`config.mk`:
```
export PLATFORM = sky130hd
export DESIGN_NAME = reg_read_port
export DESIGN_NICKNAME = d
export VERILOG_FILES = /design/src/rtl/reg_read_port.sv
export SDC_FILE = /design/constraint.sdc
export NUM_CORES = 1
export LEC_CHECK = 0
export BUFFER_PORTS_ARGS = -buffer_cell sky130_fd_sc_hd__buf_2
export CAP_MARGIN = 20
export CORE_AREA = 2 2 438 440
export DETAILED_ROUTE_END_ITERATION = 8
export DIE_AREA = 0 0 440 442
export GPL_TIMING_DRIVEN = 1
export SKIP_CTS_REPAIR_TIMING = 1
export SLEW_MARGIN = 0
export SYNTH_ARGS = -nofsm -noshare
export SYNTH_HDL_FRONTEND = slang
export SYNTH_SLANG_ARGS = --single-unit
```
`constraint.sdc`:
```
create_clock -name clk -period 1.9 [get_ports clk]
set_clock_uncertainty 0.1 [all_clocks]
set_input_delay 0.19 -clock clk [delete_from_list [all_inputs] [get_ports clk]]
set_output_delay 0.19 -clock clk [all_outputs]
set_load 0.05 [all_outputs]
```
`src/rtl/reg_read_port.sv`:
```
// Handshaked read port for a flip-flop register file.
// Selects one word of the flattened Q bus, forwards a same-cycle write to the
// requested register, and returns {data, addr, err} through a 2-entry buffer.
// A request accepted on one edge shows on rsp_* in the following cycle.
module reg_read_port #(
    parameter int WIDTH    = 32,
    parameter int NREGS    = 32,
    parameter int ADDR_W   = 5,
    parameter int ZERO_REG = 1
) (
    input  logic                   clk,
    input  logic                   reset,
    input  logic                   req_valid,
    output logic                   req_ready,
    input  logic [ADDR_W-1:0]      req_addr,
    input  logic [NREGS*WIDTH-1:0] regs_q,
    input  logic                   wr_en,
    input  logic [ADDR_W-1:0]      wr_addr,
    input  logic [WIDTH-1:0]       wr_data,
    output logic                   rsp_valid,
    input  logic                   rsp_ready,
    output logic [WIDTH-1:0]       rsp_data,
    output logic [ADDR_W-1:0]      rsp_addr,
    output logic                   rsp_err
);

    // Register count widened by one bit so the range test also works when
    // NREGS equals 2**ADDR_W.
    localparam logic [ADDR_W:0] NREGS_W = (ADDR_W+1)'(NREGS);

    logic [WIDTH-1:0]  reg_words [NREGS];

    logic [WIDTH-1:0]  mem_data_reg [2];
    logic [ADDR_W-1:0] mem_addr_reg [2];
    logic              mem_err_reg  [2];

    logic [1:0]        count_reg, count_next;
    logic              wr_ptr_reg, wr_ptr_next;
    logic              rd_ptr_reg, rd_ptr_next;
    logic              req_ready_reg;

    logic              push, pop;
    logic              push_err;
    logic [WIDTH-1:0]  rd_word;
    logic [WIDTH-1:0]  push_data;

    // Unflatten the Q bus into one word per register.
    generate
        for (genvar gi = 0; gi < NREGS; gi++) begin : g_unpack
            assign reg_words[gi] = regs_q[gi*WIDTH +: WIDTH];
        end
    endgenerate

    assign push = req_valid & req_ready_reg;
    assign pop  = rsp_valid & rsp_ready;

    // Form the word to capture: out-of-range and the hardwired zero register
    // read 0, a same-cycle write wins over the stale Q value.
    always_comb begin
        rd_word   = '0;
        push_err  = ({1'b0, req_addr} >= NREGS_W);
        for (int i = 0; i < NREGS; i++) begin
            if (req_addr == ADDR_W'(i)) begin
                rd_word = reg_words[i];
            end
        end
        if (push_err || ((ZERO_REG != 0) && (req_addr == '0))) begin
            push_data = '0;
        end else if (wr_en && (wr_addr == req_addr)) begin
            push_data = wr_data;
        end else begin
            push_data = rd_word;
        end
    end

    // Occupancy and pointer updates; push and pop together leave count alone.
    always_comb begin
        count_next  = count_reg;
        wr_ptr_next = wr_ptr_reg ^ push;
        rd_ptr_next = rd_ptr_reg ^ pop;
        case ({push, pop})
            2'b10:   count_next = count_reg + 2'd1;
            2'b01:   count_next = count_reg - 2'd1;
            default: count_next = count_reg;
        endcase
    end

    // Control state; req_ready is registered so it never depends on rsp_ready.
    always_ff @(posedge clk or negedge reset) begin
        if (!reset) begin
            count_reg     <= 2'd0;
            wr_ptr_reg    <= 1'b0;
            rd_ptr_reg    <= 1'b0;
            req_ready_reg <= 1'b0;
        end else begin
            count_reg     <= count_next;
            wr_ptr_reg    <= wr_ptr_next;
            rd_ptr_reg    <= rd_ptr_next;
            req_ready_reg <= (count_next != 2'd2);
        end
    end

    // Entry storage; contents are only observable through a non-zero count.
    always_ff @(posedge clk) begin
        if (push) begin
            mem_data_reg[wr_ptr_reg] <= push_data;
            mem_addr_reg[wr_ptr_reg] <= req_addr;
            mem_err_reg[wr_ptr_reg]  <= push_err;
        end
    end

    assign req_ready = req_ready_reg;
    assign rsp_valid = (count_reg != 2'd0);
    assign rsp_data  = rsp_valid ? mem_data_reg[rd_ptr_reg] : '0;
    assign rsp_addr  = rsp_valid ? mem_addr_reg[rd_ptr_reg] : '0;
    assign rsp_err   = rsp_valid ? mem_err_reg[rd_ptr_reg]  : 1'b0;

endmodule
```
; Word level (Yosys, flattened, before mapping)
; Memories as Yosys holds them, arrays and structs flattened.
; Index checks and enable logic that the tools add are counted.
[totals]
register_bits = 5
ramBits = 74
inputBits = 1071
out_inout_bits = 40
wordCells = 89
memories = 2
[op_classes]
addsub = 2
eq_ne = 35
mux = 39
bitwise = 4
n_reduce_logical = 3
[mem_list]
columns = memory, words, word_bits, read_ports, rd_clocked_by_memory_dff, wr, line_no
row1 = mem_data_reg, 2, 32, 1, 0, 1, 33  ; logic [WIDTH-1:0] mem_data_reg [2];
row2 = mem_addr_reg, 2, 5, 1, 0, 1, 34  ; logic [ADDR_W-1:0] mem_addr_reg [2];
[op_table]
columns = op, count
row1 = 32-bit two-way mux, 34
row2 = 5-bit == test (second input constant), 16
row3 = 5-bit by 4-bit == test with 1-bit output (second input constant), 8
row4 = 5-bit by 3-bit == test with 1-bit output (second input constant), 4
row5 = 5-bit by 2-bit == test with 1-bit output (second input constant), 2
row6 = 5-bit by 1-bit == test with 1-bit output (second input constant), 1
row7 = 5-bit == test, 1
row8 = 5-bit logical NOT, 1
row9 = 5-bit two-way mux, 1
row10 = 2-bit one-hot mux with 2 select lines, 1
row11 = 1-bit two-way mux, 3
row12 = 2-bit by 1-bit adder with 2-bit output (second input constant), 1
row13 = 1-bit AND, 2
row14 = 2-bit by 1-bit == test with 1-bit output (second input constant), 1
row15 = 2-bit == test (second input constant), 1
row16 = 2-bit != test (second input constant), 1
row17 = 2-bit nonzero test, 1
row18 = 2-bit by 1-bit subtractor with 2-bit output (second input constant), 1
row19 = 1-bit bitwise XOR, 2
row20 = 1-bit logical AND, 1

; Depth between registers and ports, before layout
[depth]
word_depth = 34
ltp_mapped = 12

; Worst setup path after synthesis
; No wires, ideal clock.
[synth_timing]
kind = flip-flop to output port
startpoint = register rd_ptr_reg
endpoint = output rsp_data[16]
t_arrival_ns = 2.028
required_ns = 1.610
slack_ns = -0.418
stages_incl_launch_ff = 5
path_buffers = 2
path_cell_list = dfrtp_1 -> clkbuf_1 -> clkbuf_1 -> mux2i_1 -> nor2_1
[synth_between]
elab_chain_cells = 2
[synth_lines]
columns = item, line_no
row1 = "start, declared", 39  ; logic rd_ptr_reg, rd_ptr_next;
row2 = "start signal, assigned", 98  ; rd_ptr_reg <= rd_ptr_next;
row3 = memory read 2 x 32 bit, -
row4 = 32-bit two-way mux, 114  ; assign rsp_data = rsp_valid ? mem_data_reg[rd_ptr_reg] : '0;
row5 = "end, declared", 22  ; output logic [WIDTH-1:0] rsp_data,
; No other way between the ends.

; Worst setup path in the final report
[layout_timing]
startpoint = input req_addr[1]
endpoint = memory mem_data_reg[1][31] (data pin)
[layout_between]
elab_chain_cells = 34
elab_cells_between_ends = 67
[layout_lines]
columns = item, line_no
row1 = "start, declared", 15  ; input logic [ADDR_W-1:0] req_addr,
row2 = 5-bit by 1-bit == test with 1-bit output, 63  ; if (req_addr == ADDR_W'(i)) begin
row3 = 32-bit two-way mux (31 in series), 63
row4 = 32-bit two-way mux, 69  ; end else if (wr_en && (wr_addr == req_addr)) begin
row5 = 32-bit two-way mux (*), 67  ; if (push_err || ((ZERO_REG != 0) && (req_addr == '0))) begin
row6 = net push_data[31], 45  ; logic [WIDTH-1:0] push_data;
row7 = "end, declared", 33
; The timed path passes the listed nets; every way through them passes the cells marked *.

==> impl_metrics.json <==
{
  "final_util_pct": 17.5,
  "viasPerCell": 4.28,
  "p_comb_share_pct": 75.4,
  "yosys_warnings": 0,
  "io_buffers": 1077,
  "finalWirelength_um": 249000,
  "grt_usage_pct": 23.7,
  "drive_gt1_share_pct": 66.1,
  "dpl_cell_area_sq_um": 28200,
  "clkPwrFrac_pct": 10.4,
  "path_max_fanout": 33,
  "status": "finished with violations",
  "p_leak_uw": 0.0139,
  "crit_arrival_ps": 2520,
  "startpoint_type": "input port",
  "r2r-end": "req_ready",
  "antenna_found_initial": 284,
  "ios": 1111,
  "path_cells": "buf_16 > buf_8 > buf_4 > mux2_2 > a22oi_1 > o21ai_1 > a2111oi_4 > o21ai_2",
  "nFillCells": 21576,
  "die_h_um": 442,
  "yosys.area.top_type": "edfxtp_1",
  "cp-end-kind": "flip-flop",
  "power_density_nw_per_um2": 579,
  "setup_tns_ps": -27820,
  "die_width_um": 440,
  "cts_sinks": 79,
  "r2r_slack_ps": 90,
  "firstDrtPassIters": 8,
  "yosys.cell_types.count": 94,
  "wl_per_cell_um": 40.4,
  "switching_share_pct": 48.7,
  "start_util_pct": 7.24,
  "hold_viol": 0,
  "clock.fmax_mhz": 403,
  "vias": 26396,
  "insertion_delay_ps": 400,
  "p_total_uw": 19200,
  "r2r_start": "count_reg[0]",
  "seq_area_frac_synth_pct": 17.1,
  "ir_drop_mv": 0.514,
  "slowest_stage": "a2111oi_4",
  "ys.flop_type": "edfxtp_1",
  "p_seq_share_pct": 14.3,
  "place_congestion": 1.01,
  "min_period_ps": 2480,
  "synth_common_cells": "a21oi_1 (198), nor2_1 (152), o21ai_0 (134)",
  "coreArea_sq_um": 190000,
  "numCtsBuffers": 9,
  "syn_area_per_cell_sq_um": 7.43,
  "syn_inst": 1848,
  "ff2ff_path_depth": 7,
  "drv_slew": 0,
  "die-area_sq_um": 194000,
  "drv_cap": 0,
  "largest_register_ffs": 64,
  "synth_most_common_cell": "a21oi_1",
  "cp-endpoint": "mem_data_reg[1][31]",
  "grt_pass1_vias": 24646,
  "synth-seq-cells": 79,
  "async_reset_ff_share_pct": 6.33,
  "hp-class": "in2async",
  "rsz0062_at_grt": "true",
  "final.setup.worst_slack_ps": -584,
  "finalSetupViolCount": 101,
  "nets": 4587,
  "synth_edf_count": 74,
  "rows": 160,
  "ys_top_cells_by_area": "edfxtp_1 (16%), a21oi_1 (7.2%), mux2i_1 (6.1%), o21ai_0 (4.9%), a22oi_1 (4.6%)",
  "final_area_sq_um": 33200,
  "path_clk_slew_ps": 70,
  "overflow": 0,
  "clk_path_buf_depth": 2,
  "hpwl_um": 220000,
  "power_switching_uw": 9360,
  "synthesis.nets": 2922,
  "worstSetupPathType": "in2reg",
  "p_int_uw": 9850,
  "drt_iter0_drc": 2710,
  "finalCritPeriodShare_pct": 131,
  "ctsHtreeMaxLevel": 3,
  "clockRootBuffer": "clkbuf_16",
  "crit_path_max_incr_delay_ps": 610,
  "cts_tree": "yes",
  "tightest_slew_ps": 844,
  "grt_max_degree": 34,
  "drtAntennaViolNets": 0,
  "slew_headroom_pct": 43.7,
  "cp_data_required_time_ps": 1930,
  "yosys.area.top_type_share_pct": 16.2,
  "worstSetupStartpoint": "req_addr[1]",
  "area_growth_syn_to_layout_pct": 142,
  "synth_area_sq_um": 13700,
  "grt_pass1_wl_um": 292000,
  "drc": 0,
  "violations": "setup timing"
}
## cell type report
| type | count | area, sq um | area share, % |
|---|---|---|---|
| multi-input combinational | 1549 | 12900 | 38.9 |
| clock buffer | 10 | 229 | 0.690 |
| sequential | 79 | 2350 | 7.08 |
| tap | 2511 | 3140 | 9.47 |
| clock inverter | 6 | 68.8 | 0.207 |
| timing repair buffer | 1856 | 14100 | 42.4 |
| inverter | 18 | 73.8 | 0.222 |
| antenna | 132 | 330 | 0.995 |
## critical path: cells and delay by family
kind / cells / cell delay [ps]
AO/OA/AOI/OAI: 4 / 1320
buffers and inverters: 3 / 630
multiplexers: 1 / 340
## power groups by stage
stage	Sequential (uW)	Clock [uW]	Combinational, uW
after global placement	2670	0	11600
after floorplan	2610	0	4850
after global routing	2780	2070	14900
after detailed placement	2680	0	11700
after CTS	2640	2060	11700
final	2740	1990	14500
## cells by family (layout without fill, tap and decap cells)
kind of cell / after synthesis / after routing / synth area share [%]
compound gates: 828 / 828 / 41.1
xor+xnor: 9 / 9 / 0.574
fa+ha+maj: 3 / 3 / 0.274
buf+inv: 220 / 1890 / 8.26
flops: 79 / 79 / 17.1
mux: 118 / 118 / 9.91
other cells: 1 / 133 / 0.0273
simple gates: 590 / 590 / 22.8
## metrics by stage
| step | setup slack (ps) | std cells | hold slack [ps] |
|---|---|---|---|
| after CTS | -1030 | 5904 | -525 |
| after global placement | -1640 | 5887 | -84.6 |
| after floorplan | -280 | 1848 | -206 |
| after detailed placement | -1470 | 5888 | -80.6 |
| after global routing | -565 | 6109 | 40.4 |
| final | -584 | 6161 | 50.1 |
## worst min-delay path by stage
| stage | startpoint | endpoint | slack (ps) | depth (start not counted) |
|---|---|---|---|---|
| global placement | reset | req_ready | -80 | 1 |
| finish | reset | count_reg[1] | 50 | 2 |
| CTS | reset | count_reg[1] | -520 | 1 |
| global route | reset | count_reg[1] | 40 | 2 |
| detailed placement | reset | req_ready | -80 | 1 |
| floorplan | reset | count_reg[0] | -210 | 0 |
## layer usage
layer  GRT usage (%)  wire (um)  vias to the layer above
met3            5.82      19400                      630
met4            13.1      17200                      116
met2            39.8     117000                     1746
met5               0        765                        -
met1            27.4      94500                    13072
li1                -          -                    10832
## cells in the final DEF, fill, tap and decap left out, drive strengths merged, types with 52 or more instances in the layout
cell type / Yosys / final
a22oi: 85 / 85
diode: 0 / 132
o22ai: 52 / 52
edfxtp: 74 / 74
buf: 143 / 1837
nand2: 133 / 133
nor2: 158 / 158
o21ai: 138 / 138
mux2i: 83 / 83
a21oi: 199 / 199
Power figures use the tool's default switching activity.
